===== config.mk =====
export PLATFORM = sky130hd
export DESIGN_NAME = kf_host_ctrl_flat
export DESIGN_NICKNAME = d
export VERILOG_FILES = /design/src/rtl/kf_pkg.sv /design/src/rtl/kf_host_ctrl_if.sv /design/src/rtl/kf_host_timer.sv /design/src/rtl/kf_host_ctrl.sv /design/src/flat_wrapper.sv
export SDC_FILE = /design/constraint.sdc
export NUM_CORES = 1
export LEC_CHECK = 0
export ABC_CLOCK_PERIOD_IN_PS = 4600
export CORE_ASPECT_RATIO = 1.2
export CORE_MARGIN = 3
export CORE_UTILIZATION = 30
export CTS_BUF_LIST = sky130_fd_sc_hd__clkbuf_4
export CTS_CLUSTER_SIZE = 25
export DETAILED_ROUTE_END_ITERATION = 7
export MAX_ROUTING_LAYER = met4
export PLACE_DENSITY_LB_ADDON = 0.3
export SLEW_MARGIN = 20
export SYNTH_ARGS = -nofsm -noshare
export SYNTH_HDL_FRONTEND = slang
export SYNTH_SLANG_ARGS = --single-unit
export TNS_END_PERCENT = 1

===== constraint.sdc =====
create_clock -name clk -period 4.6 [get_ports clk]
set_clock_uncertainty 0.05 [all_clocks]
set_input_delay 1.38 -clock clk [delete_from_list [all_inputs] [get_ports clk]]
set_output_delay 1.38 -clock clk [all_outputs]
set_load 0.02 [all_outputs]

===== src/rtl/kf_pkg.sv =====
// Shared types and default widths for the Kalman filter host-side blocks.
package kf_pkg;

   localparam int KF_W      = 24;   // core datapath word width
   localparam int KF_ADDRW  = 5;    // data bank address width
   localparam int KF_ROM_AW = 8;    // sequencer ROM address width
   localparam int KF_ROM_DW = 16;   // sequencer instruction width

   typedef enum logic [2:0] {
      IDLE    = 3'd0,
      LOAD    = 3'd1,
      START   = 3'd2,
      WAIT_LO = 3'd3,
      WAIT_HI = 3'd4,
      OUT     = 3'd5
   } kf_state_t;

   // Width of a counter that must be able to hold the value nin.
   function automatic int kf_cnt_width(input int nin);
      return $clog2(nin + 1);
   endfunction

endpackage


===== src/rtl/kf_host_ctrl_if.sv =====
// Bundle of the host controller's stream, bus and core-side signals.
// master: the host controller itself. slave: the fabric plus filter core around it.
interface kf_host_ctrl_if
   import kf_pkg::*;
#(
   parameter int W     = KF_W,
   parameter int ADDRW = KF_ADDRW
) ();

   // ROM program download stream
   logic                 prog_valid;
   logic                 prog_ready;
   logic [KF_ROM_AW-1:0] prog_addr;
   logic [KF_ROM_DW-1:0] prog_data;

   // input word stream
   logic                 in_valid;
   logic                 in_ready;
   logic [W-1:0]         in_data;

   // result stream and status
   logic                 res_valid;
   logic                 res_ready;
   logic [W-1:0]         res_data;
   logic                 err_timeout;
   logic                 busy;

   // filter core external interface
   logic                 kf_rom_we;
   logic [KF_ROM_AW-1:0] kf_rom_waddr;
   logic [KF_ROM_DW-1:0] kf_rom_wdata;
   logic [W-1:0]         kf_data_in;
   logic [ADDRW-1:0]     kf_dir;
   logic                 kf_write;
   logic                 kf_start;
   logic                 kf_ready;
   logic [W-1:0]         kf_data_out;

   modport master (
      input  prog_valid, prog_addr, prog_data,
      input  in_valid, in_data,
      input  res_ready,
      input  kf_ready, kf_data_out,
      output prog_ready, in_ready,
      output res_valid, res_data, err_timeout, busy,
      output kf_rom_we, kf_rom_waddr, kf_rom_wdata,
      output kf_data_in, kf_dir, kf_write, kf_start
   );

   modport slave (
      output prog_valid, prog_addr, prog_data,
      output in_valid, in_data,
      output res_ready,
      output kf_ready, kf_data_out,
      input  prog_ready, in_ready,
      input  res_valid, res_data, err_timeout, busy,
      input  kf_rom_we, kf_rom_waddr, kf_rom_wdata,
      input  kf_data_in, kf_dir, kf_write, kf_start
   );

endinterface


===== src/rtl/kf_host_timer.sv =====
// Saturating cycle counter with clear and enable.
// o_hit marks the enabled tick on which the count reaches TIMEOUT;
// o_term is high while the count is parked at TIMEOUT.
module kf_host_timer #(
   parameter int TIMEOUT = 1023,
   parameter int CW      = $clog2(TIMEOUT + 1)
) (
   input  logic clk,
   input  logic rst_n,
   input  logic i_clr,
   input  logic i_en,
   output logic o_hit,
   output logic o_term
);

   logic [CW-1:0] r_count;

   assign o_term = (r_count == CW'(TIMEOUT));
   assign o_hit  = i_en && !i_clr && (r_count == CW'(TIMEOUT - 1));

   // Count enabled cycles, clear has priority, stop at TIMEOUT
   always_ff @(posedge clk or negedge rst_n) begin
      if (!rst_n)
         r_count <= '0;
      else if (i_clr)
         r_count <= '0;
      else if (i_en && !o_term)
         r_count <= r_count + 1'b1;
   end

endmodule


===== src/rtl/kf_host_ctrl.sv =====
// Host-side initiator for one Kalman filter core: optional ROM download,
// NIN data-bank writes, START/READY handshake with timeout, result stream.
module kf_host_ctrl
   import kf_pkg::*;
#(
   parameter int W       = KF_W,
   parameter int ADDRW   = KF_ADDRW,
   parameter int NIN     = 4,
   parameter int BASE    = 0,
   parameter int TIMEOUT = 1023
) (
   input  logic           clk,
   input  logic           rst_n,
   kf_host_ctrl_if.master bus
);

   localparam int               CW       = kf_cnt_width(NIN);
   localparam logic [ADDRW-1:0] BASE_MOD = ADDRW'(BASE % (2 ** ADDRW));

   kf_state_t        r_state;
   kf_state_t        w_state_next;
   logic [CW-1:0]    r_cnt;

   logic             w_prog_ready;
   logic             w_in_ready;
   logic             w_prog_acc;
   logic             w_in_acc;
   logic             w_last_word;
   logic [ADDRW-1:0] w_dir;
   logic             w_tmr_clr;
   logic             w_tmr_en;
   logic             w_tmr_hit;
   logic             w_tmr_term;
   logic             w_timeout;

   logic             r_rom_we;
   logic [KF_ROM_AW-1:0] r_rom_waddr;
   logic [KF_ROM_DW-1:0] r_rom_wdata;
   logic             r_kf_write;
   logic [W-1:0]     r_kf_data_in;
   logic [ADDRW-1:0] r_kf_dir;
   logic             r_kf_start;
   logic             r_res_valid;
   logic [W-1:0]     r_res_data;
   logic             r_err;

   // Ready outputs are held low while reset is asserted so every output reads 0.
   assign bus.prog_ready = w_prog_ready & rst_n;
   assign bus.in_ready   = w_in_ready & rst_n;
   assign w_prog_acc     = bus.prog_valid & bus.prog_ready;
   assign w_in_acc       = bus.in_valid & bus.in_ready;
   assign w_last_word    = (r_cnt == CW'(NIN - 1));
   assign w_dir          = BASE_MOD + ADDRW'(r_cnt);
   assign w_timeout      = w_tmr_hit | (w_tmr_en & w_tmr_term);

   assign bus.busy         = (r_state != IDLE);
   assign bus.kf_rom_we    = r_rom_we;
   assign bus.kf_rom_waddr = r_rom_waddr;
   assign bus.kf_rom_wdata = r_rom_wdata;
   assign bus.kf_write     = r_kf_write;
   assign bus.kf_data_in   = r_kf_data_in;
   assign bus.kf_dir       = r_kf_dir;
   assign bus.kf_start     = r_kf_start;
   assign bus.res_valid    = r_res_valid;
   assign bus.res_data     = r_res_data;
   assign bus.err_timeout  = r_err;

   kf_host_timer #(
      .TIMEOUT (TIMEOUT)
   ) u_timer (
      .clk    (clk),
      .rst_n  (rst_n),
      .i_clr  (w_tmr_clr),
      .i_en   (w_tmr_en),
      .o_hit  (w_tmr_hit),
      .o_term (w_tmr_term)
   );

   // State register
   always_ff @(posedge clk or negedge rst_n) begin
      if (!rst_n)
         r_state <= IDLE;
      else
         r_state <= w_state_next;
   end

   // Next-state logic
   always_comb begin
      w_state_next = r_state;
      case (r_state)
         IDLE:    if (w_in_acc) w_state_next = w_last_word ? START : LOAD;
         LOAD:    if (w_in_acc && w_last_word) w_state_next = START;
         START:   if (bus.kf_ready) w_state_next = WAIT_LO;
         WAIT_LO: begin
            if (w_timeout)          w_state_next = IDLE;
            else if (!bus.kf_ready) w_state_next = WAIT_HI;
         end
         // A READY rise on the terminal cycle still delivers the result.
         WAIT_HI: begin
            if (bus.kf_ready)       w_state_next = OUT;
            else if (w_timeout)     w_state_next = IDLE;
         end
         OUT:     if (bus.res_ready) w_state_next = IDLE;
         default: w_state_next = IDLE;
      endcase
   end

   // Per-state handshake readiness and timer control
   always_comb begin
      w_prog_ready = 1'b0;
      w_in_ready   = 1'b0;
      w_tmr_clr    = 1'b0;
      w_tmr_en     = 1'b0;
      case (r_state)
         IDLE: begin
            w_prog_ready = 1'b1;
            w_in_ready   = !bus.prog_valid;   // ROM words win over data
         end
         LOAD:             w_in_ready = 1'b1;
         START:            w_tmr_clr  = 1'b1;
         WAIT_LO, WAIT_HI: w_tmr_en   = 1'b1;
         default: ;
      endcase
   end

   // Word counter: restarts whenever the FSM heads back to IDLE
   always_ff @(posedge clk or negedge rst_n) begin
      if (!rst_n)
         r_cnt <= '0;
      else if (w_state_next == IDLE)
         r_cnt <= '0;
      else if (w_in_acc)
         r_cnt <= r_cnt + 1'b1;
   end

   // Registered core-side outputs, result capture and timeout pulse
   always_ff @(posedge clk or negedge rst_n) begin
      if (!rst_n) begin
         r_rom_we     <= 1'b0;
         r_rom_waddr  <= '0;
         r_rom_wdata  <= '0;
         r_kf_write   <= 1'b0;
         r_kf_data_in <= '0;
         r_kf_dir     <= '0;
         r_kf_start   <= 1'b0;
         r_res_valid  <= 1'b0;
         r_res_data   <= '0;
         r_err        <= 1'b0;
      end else begin
         r_rom_we <= w_prog_acc;
         if (w_prog_acc) begin
            r_rom_waddr <= bus.prog_addr;
            r_rom_wdata <= bus.prog_data;
         end
         r_kf_write <= w_in_acc;
         if (w_in_acc) begin
            r_kf_data_in <= bus.in_data;
            r_kf_dir     <= w_dir;
         end
         r_kf_start <= (r_state == START) && bus.kf_ready;
         r_err      <= ((r_state == WAIT_LO) && w_timeout) ||
                       ((r_state == WAIT_HI) && w_timeout && !bus.kf_ready);
         if ((r_state == WAIT_HI) && bus.kf_ready) begin
            r_res_valid <= 1'b1;
            r_res_data  <= bus.kf_data_out;
         end else if ((r_state == OUT) && bus.res_ready) begin
            r_res_valid <= 1'b0;
         end
      end
   end

endmodule


===== src/flat_wrapper.sv =====
// flat-port wrapper written by rule: the top's interface ports become plain ports
module kf_host_ctrl_flat import kf_pkg::*;
#(
   parameter int W       = KF_W,
   parameter int ADDRW   = KF_ADDRW,
   parameter int NIN     = 4,
   parameter int BASE    = 0,
   parameter int TIMEOUT = 1023
)
  (clk, rst_n, bus_prog_valid, bus_prog_addr, bus_prog_data, bus_in_valid, bus_in_data, bus_res_ready, bus_kf_ready, bus_kf_data_out, bus_prog_ready, bus_in_ready, bus_res_valid, bus_res_data, bus_err_timeout, bus_busy, bus_kf_rom_we, bus_kf_rom_waddr, bus_kf_rom_wdata, bus_kf_data_in, bus_kf_dir, bus_kf_write, bus_kf_start);
  kf_host_ctrl_if #(.W(W), .ADDRW(ADDRW)) bus_i ();
  input  logic clk;
  input  logic rst_n;
  input wire logic [$bits(bus_i.prog_valid)-1:0] bus_prog_valid;
  input wire logic [$bits(bus_i.prog_addr)-1:0] bus_prog_addr;
  input wire logic [$bits(bus_i.prog_data)-1:0] bus_prog_data;
  input wire logic [$bits(bus_i.in_valid)-1:0] bus_in_valid;
  input wire logic [$bits(bus_i.in_data)-1:0] bus_in_data;
  input wire logic [$bits(bus_i.res_ready)-1:0] bus_res_ready;
  input wire logic [$bits(bus_i.kf_ready)-1:0] bus_kf_ready;
  input wire logic [$bits(bus_i.kf_data_out)-1:0] bus_kf_data_out;
  output wire logic [$bits(bus_i.prog_ready)-1:0] bus_prog_ready;
  output wire logic [$bits(bus_i.in_ready)-1:0] bus_in_ready;
  output wire logic [$bits(bus_i.res_valid)-1:0] bus_res_valid;
  output wire logic [$bits(bus_i.res_data)-1:0] bus_res_data;
  output wire logic [$bits(bus_i.err_timeout)-1:0] bus_err_timeout;
  output wire logic [$bits(bus_i.busy)-1:0] bus_busy;
  output wire logic [$bits(bus_i.kf_rom_we)-1:0] bus_kf_rom_we;
  output wire logic [$bits(bus_i.kf_rom_waddr)-1:0] bus_kf_rom_waddr;
  output wire logic [$bits(bus_i.kf_rom_wdata)-1:0] bus_kf_rom_wdata;
  output wire logic [$bits(bus_i.kf_data_in)-1:0] bus_kf_data_in;
  output wire logic [$bits(bus_i.kf_dir)-1:0] bus_kf_dir;
  output wire logic [$bits(bus_i.kf_write)-1:0] bus_kf_write;
  output wire logic [$bits(bus_i.kf_start)-1:0] bus_kf_start;
  assign bus_i.prog_valid = bus_prog_valid;
  assign bus_i.prog_addr = bus_prog_addr;
  assign bus_i.prog_data = bus_prog_data;
  assign bus_i.in_valid = bus_in_valid;
  assign bus_i.in_data = bus_in_data;
  assign bus_i.res_ready = bus_res_ready;
  assign bus_i.kf_ready = bus_kf_ready;
  assign bus_i.kf_data_out = bus_kf_data_out;
  assign bus_prog_ready = bus_i.prog_ready;
  assign bus_in_ready = bus_i.in_ready;
  assign bus_res_valid = bus_i.res_valid;
  assign bus_res_data = bus_i.res_data;
  assign bus_err_timeout = bus_i.err_timeout;
  assign bus_busy = bus_i.busy;
  assign bus_kf_rom_we = bus_i.kf_rom_we;
  assign bus_kf_rom_waddr = bus_i.kf_rom_waddr;
  assign bus_kf_rom_wdata = bus_i.kf_rom_wdata;
  assign bus_kf_data_in = bus_i.kf_data_in;
  assign bus_kf_dir = bus_i.kf_dir;
  assign bus_kf_write = bus_i.kf_write;
  assign bus_kf_start = bus_i.kf_start;
  kf_host_ctrl #(.W(W), .ADDRW(ADDRW), .NIN(NIN), .BASE(BASE), .TIMEOUT(TIMEOUT)) u_core (.clk(clk), .rst_n(rst_n), .bus(bus_i));
endmodule

# == After elaboration in Yosys (flattened, before gate mapping) ==
# Index checks and enable logic that the tools add are counted.
# totals
ff_bits,96
output_inout_bits,85
inputBits,78
wordCells,71
# op_classes
eq_ne,8
n_reduce_logical,22
n_bitwise,6
muxes,20
add_sub_neg,2
# op_table
cell,count
3-bit two-way mux,10
10-bit equality test (second input constant),2
10-bit two-way mux,2
3-bit case mux with 6 select lines,1
10-bit by 1-bit adder with 10-bit output (second input constant),1
1-bit logical AND,10
3-bit by 2-bit equality test with 1-bit output (second input constant),3
3-bit equality test (second input constant),2
3-bit zero test,2
2-bit nonzero test,3
1-bit bitwise AND,5
1-bit two-way mux,5
1-bit zero test,4
3-bit by 1-bit adder with 3-bit output (second input constant),1
3-bit by 1-bit equality test with 1-bit output (second input constant),1
3-bit nonzero test,1
2-bit two-way mux,1
1-bit case mux with 2 select lines,1
2-bit OR reduction,1
1-bit logical OR,1
1-bit bitwise OR,1

# == Longest topological paths before layout ==
# logic_depth
depth_word,11
ltp_mapped,7
depth_no_buf,6

# == Modules after synthesis ==
# From an unflattened synthesis, not the netlist that was laid out.
# unflattened
cells_unflattened,364
hier_area_um2,4282.9
# modules_own_cells
module,n_inst,seq_area_each_um2,area_each_um2,cells_each
kf_host_ctrl,1,2152.1,3593.4,288
kf_host_timer,1,250.2,689.4,76

# == Worst setup path before layout ==
# No wires, ideal clock.
# synth_timing
path_kind,input -> output
from,input port bus_prog_valid
to,output port bus_in_ready
arrival_ns,1.718
path_stages,2
setup_slack_ns,1.452
path_buffers,0
cell_sequence,nand2b_1 and3_1
# synth_between
elab_chain_len,3
# synth_lines
element,line,rtl
start: declaration,flat_wrapper.sv:14,input wire logic [$bits(bus_i.prog_valid)-1:0] bus_prog_valid;
1-bit zero test,kf_host_ctrl.sv:117,w_in_ready = !bus.prog_valid;
1-bit case mux with 2 select lines,kf_host_ctrl.sv:114,case (r_state)
1-bit bitwise AND,kf_host_ctrl.sv:49,assign bus.in_ready = w_in_ready & rst_n;
end: declaration,flat_wrapper.sv:23,output wire logic [$bits(bus_i.in_ready)-1:0] bus_in_ready;
# No other way between the ends.

# == Worst setup path in the final report ==
# Ends and elaborated chain as after synthesis.

==> run metrics <==
total wire length=~9900 um; final setup margin=roughly 0.43 ns; VDD IR max=199.6 uV; footprint of the multi-input gates=1459 sq um; post-CTS sizing=0; crit path kind=primary input to output pin; Die Span X=about 110 um; hold_sp=u_core.bus.kf_data_in[9]; Via density=4.584; slowest CP cell=clkdlybuf4s50_1; CTS Hold Bufs=0; Synth cell types=40; Critical R2R Launch=u_core.r_state[0]; Initial Util=31.07%; CTS Buf Count=9; Max Transition Viols Final=0; GPL Wtd Cong=between 0.7 and 0.8; max_slew headroom=45.31%; post-DP HPWL=between 7000 and 8000 um; Area growth syn-to-layout=47.48%; 1st-pass router iterations=4; Critical Path RT=3.17 ns; top_reg_cell synth=dfrtp_1; TNS Setup=0 ns; leak pwr=2.682 nW; Final Util=a little under half; WL/cell=14.82 um; die height=132.0 um; Tmin final=4.173 ns; number of global-route vias before repair=3,050; post-synthesis compound-gate area fraction=4.537%; fmax=239.6 MHz; CTS Buffer Depth=2; Final Hold Viols=0; slowest stage delay, CP=0.61 ns; post-route ant nets=0; DR iter-0 viols=128; Netlist Area Pre-Place=3971 sq um; Hold Path Class=register to register; Clock Latency Late Sink=0.43 ns; CP startpoint=bus_prog_valid; fillers=1,221; Final Cycle Share=between 90% and 100%; Vias=3,062; clock sink total=between 90 and 100; clock-pin slew on the worst setup and hold paths=around 0.15 ns; largest family of logic cells by synthesized area=multiplexers; post-synthesis adder-cell area fraction=1.260%; most common cell after layout, fill and taps aside=clkdlybuf4s50_1; post-CTS setup repair buffer count=0; CP max FO=3; # H-tree levels=3; outcome=complete, no violations; antenna violations before repair=0; Syn Inst Count=341; largest net degree at the start of global routing=67; Tot GR Track Use=13.68%; # DRC=0; Synth Area in XOR/XNOR=0.2205%; Post-synth EDFFs=0; CTS tree=done; Seq cells post-synth=96; crit-path most repeated cell=clkdlybuf4s50_1; area post-placement=5729 sq um; register area share after synthesis=60.49%; FFs w/ async S/R, synth=100.0%; Root Buffer=clkbuf_4; Post-Synth Simple-Gate Area=around 15%; Ys Warns=0; Power per Cell Area=around 500 nW/um^2; RSZ-0062 raised after global routing=no; Reg area=2402 sq um; final setup fails=0; critical-path cell list=clkdlybuf4s50_1, nand2b_1, and3_1, clkdlybuf4s50_1; WP data arrival=around 2.7 ns; final instance area=5857 sq um; most frequent cells in the layout=clkdlybuf4s50_1, dfrtp_1, nand2_1; Worst Tran Pin Value=around 0.82 ns; ratio of cells with drive above 1 in the final layout=14.48%; IO Pins=163; first-pass GRT wire length=15,610 um; Nets=582; PortBufs=between 150 and 200; Synth Area per Inst=11.65 sq um; crit path capture type=output pin; full die area=14,660 sq um; mux share of post-synthesis cell area=15.63%; FP Rows=45; Antenna Cells=0; crit path launch type=primary input; grt ovf=0; core outline area=12,780 sq um; Place WS=around 0.43 ns; Max Cap Viol=0
[metal layers]
metal | share of wire, % | GRT usage [%]
met3 | 5.4 | 2.617
met4 | 1.7 | 5.544
met2 | 50 | 22.17
met1 | 43 | 16.90
met5 | 0 | -
[cell usage after synthesis, drive strengths merged, types with 2 or more instances]
| cell type | n | area share [%] |
|---|---|---|
| clkbuf | 6 | 0.60 |
| a21oi | 6 | 0.76 |
| and3 | 6 | 0.95 |
| a31oi | 3 | 0.47 |
| and4 | 3 | 0.66 |
| a41o | 2 | 0.50 |
| mux2i | 8 | 2.0 |
| inv | 7 | 0.66 |
| a22o | 2 | 0.44 |
| or3b | 2 | 0.50 |
| nand3 | 4 | 0.50 |
| dfrtp | 96 | 60 |
| o21ai | 7 | 0.88 |
| nand2 | 95 | 9.0 |
| nand4 | 4 | 0.63 |
| nor2 | 5 | 0.47 |
| mux2 | 48 | 14 |
| a221o | 2 | 0.50 |
| buf | 12 | 1.6 |
| ha | 4 | 1.3 |
| and2 | 4 | 0.63 |
| or2 | 2 | 0.32 |
[critical path: cells and delay by family]
kind	cells	cell delay, ns
and+or+nand+nor	2	0.30
buffers and inverters	2	1.07
[logic make-up after synthesis]
kind of cell	after synthesis
AND/OR/NAND/NOR	132
flip-flops	96
multiplexers	56
AO/OA/AOI/OAI	26
buffers and inverters	25
adder cells (fa/ha/maj)	4
other	1
XOR/XNOR	1
[registers in the layout (all words and copies together), names as in the netlist]
signal and flops:
u_core.bus.kf_data_in 24, u_core.bus.res_data 24, u_core.bus.kf_rom_wdata 16, u_core.u_timer.r_count 10
u_core.bus.kf_rom_waddr 8, u_core.bus.kf_dir 3, u_core.r_cnt 3, u_core.r_state 3
u_core.bus.err_timeout 1, u_core.bus.kf_rom_we 1, u_core.bus.kf_start 1, u_core.bus.kf_write 1
u_core.bus.res_valid 1
[per-stage QoR]
| stage | instances | hold WS [ns] | total power, mW |
|---|---|---|---|
| after floorplan | 342 | 0.3874 | 1.867 |
| after global placement | 653 | 0.4078 | 2.535 |
| after detailed placement | 653 | 0.4123 | 2.563 |
| after CTS | 668 | 0.4483 | 3.021 |
| after global routing | 668 | 0.4617 | 3.135 |
| final | 668 | 0.4412 | 2.960 |
[power by group]
| part | internal [mW] | switching [mW] | total, mW | leakage, nW |
|---|---|---|---|---|
| clock | 0.162 | 0.277 | 0.439 | 0.0712 |
| combinational | 0.670 | 0.595 | 1.26 | 1.41 |
| sequential | 1.11 | 0.146 | 1.26 | 1.20 |
[final timing paths]
check,to,slack [ns],cells after the start
setup / recovery,bus_in_ready,0.43,4
setup reg to reg,u_core.bus.kf_data_in[19],2.39,7
max in group asynchronous,u_core.bus.res_data[8],2.41,3
hold / removal,u_core.bus.kf_data_in[9],0.44,2
min in group asynchronous,u_core.bus.kf_data_in[11],0.91,2
hold reg to reg,u_core.bus.kf_data_in[9],0.44,2
[area by class of cell]
type | instances | share of cell area [%]
Clock inverter | 6 | 1.025
Timing Repair Buffer | 165 | 27.94
Inverter | 7 | 0.4486
Clock buffer | 9 | 1.154
Sequential cell | 96 | 41.02
Multi-Input combinational cell | 221 | 24.91
Tap cell | 164 | 3.504
No activity file was read; power rests on OpenSTA's default activity.
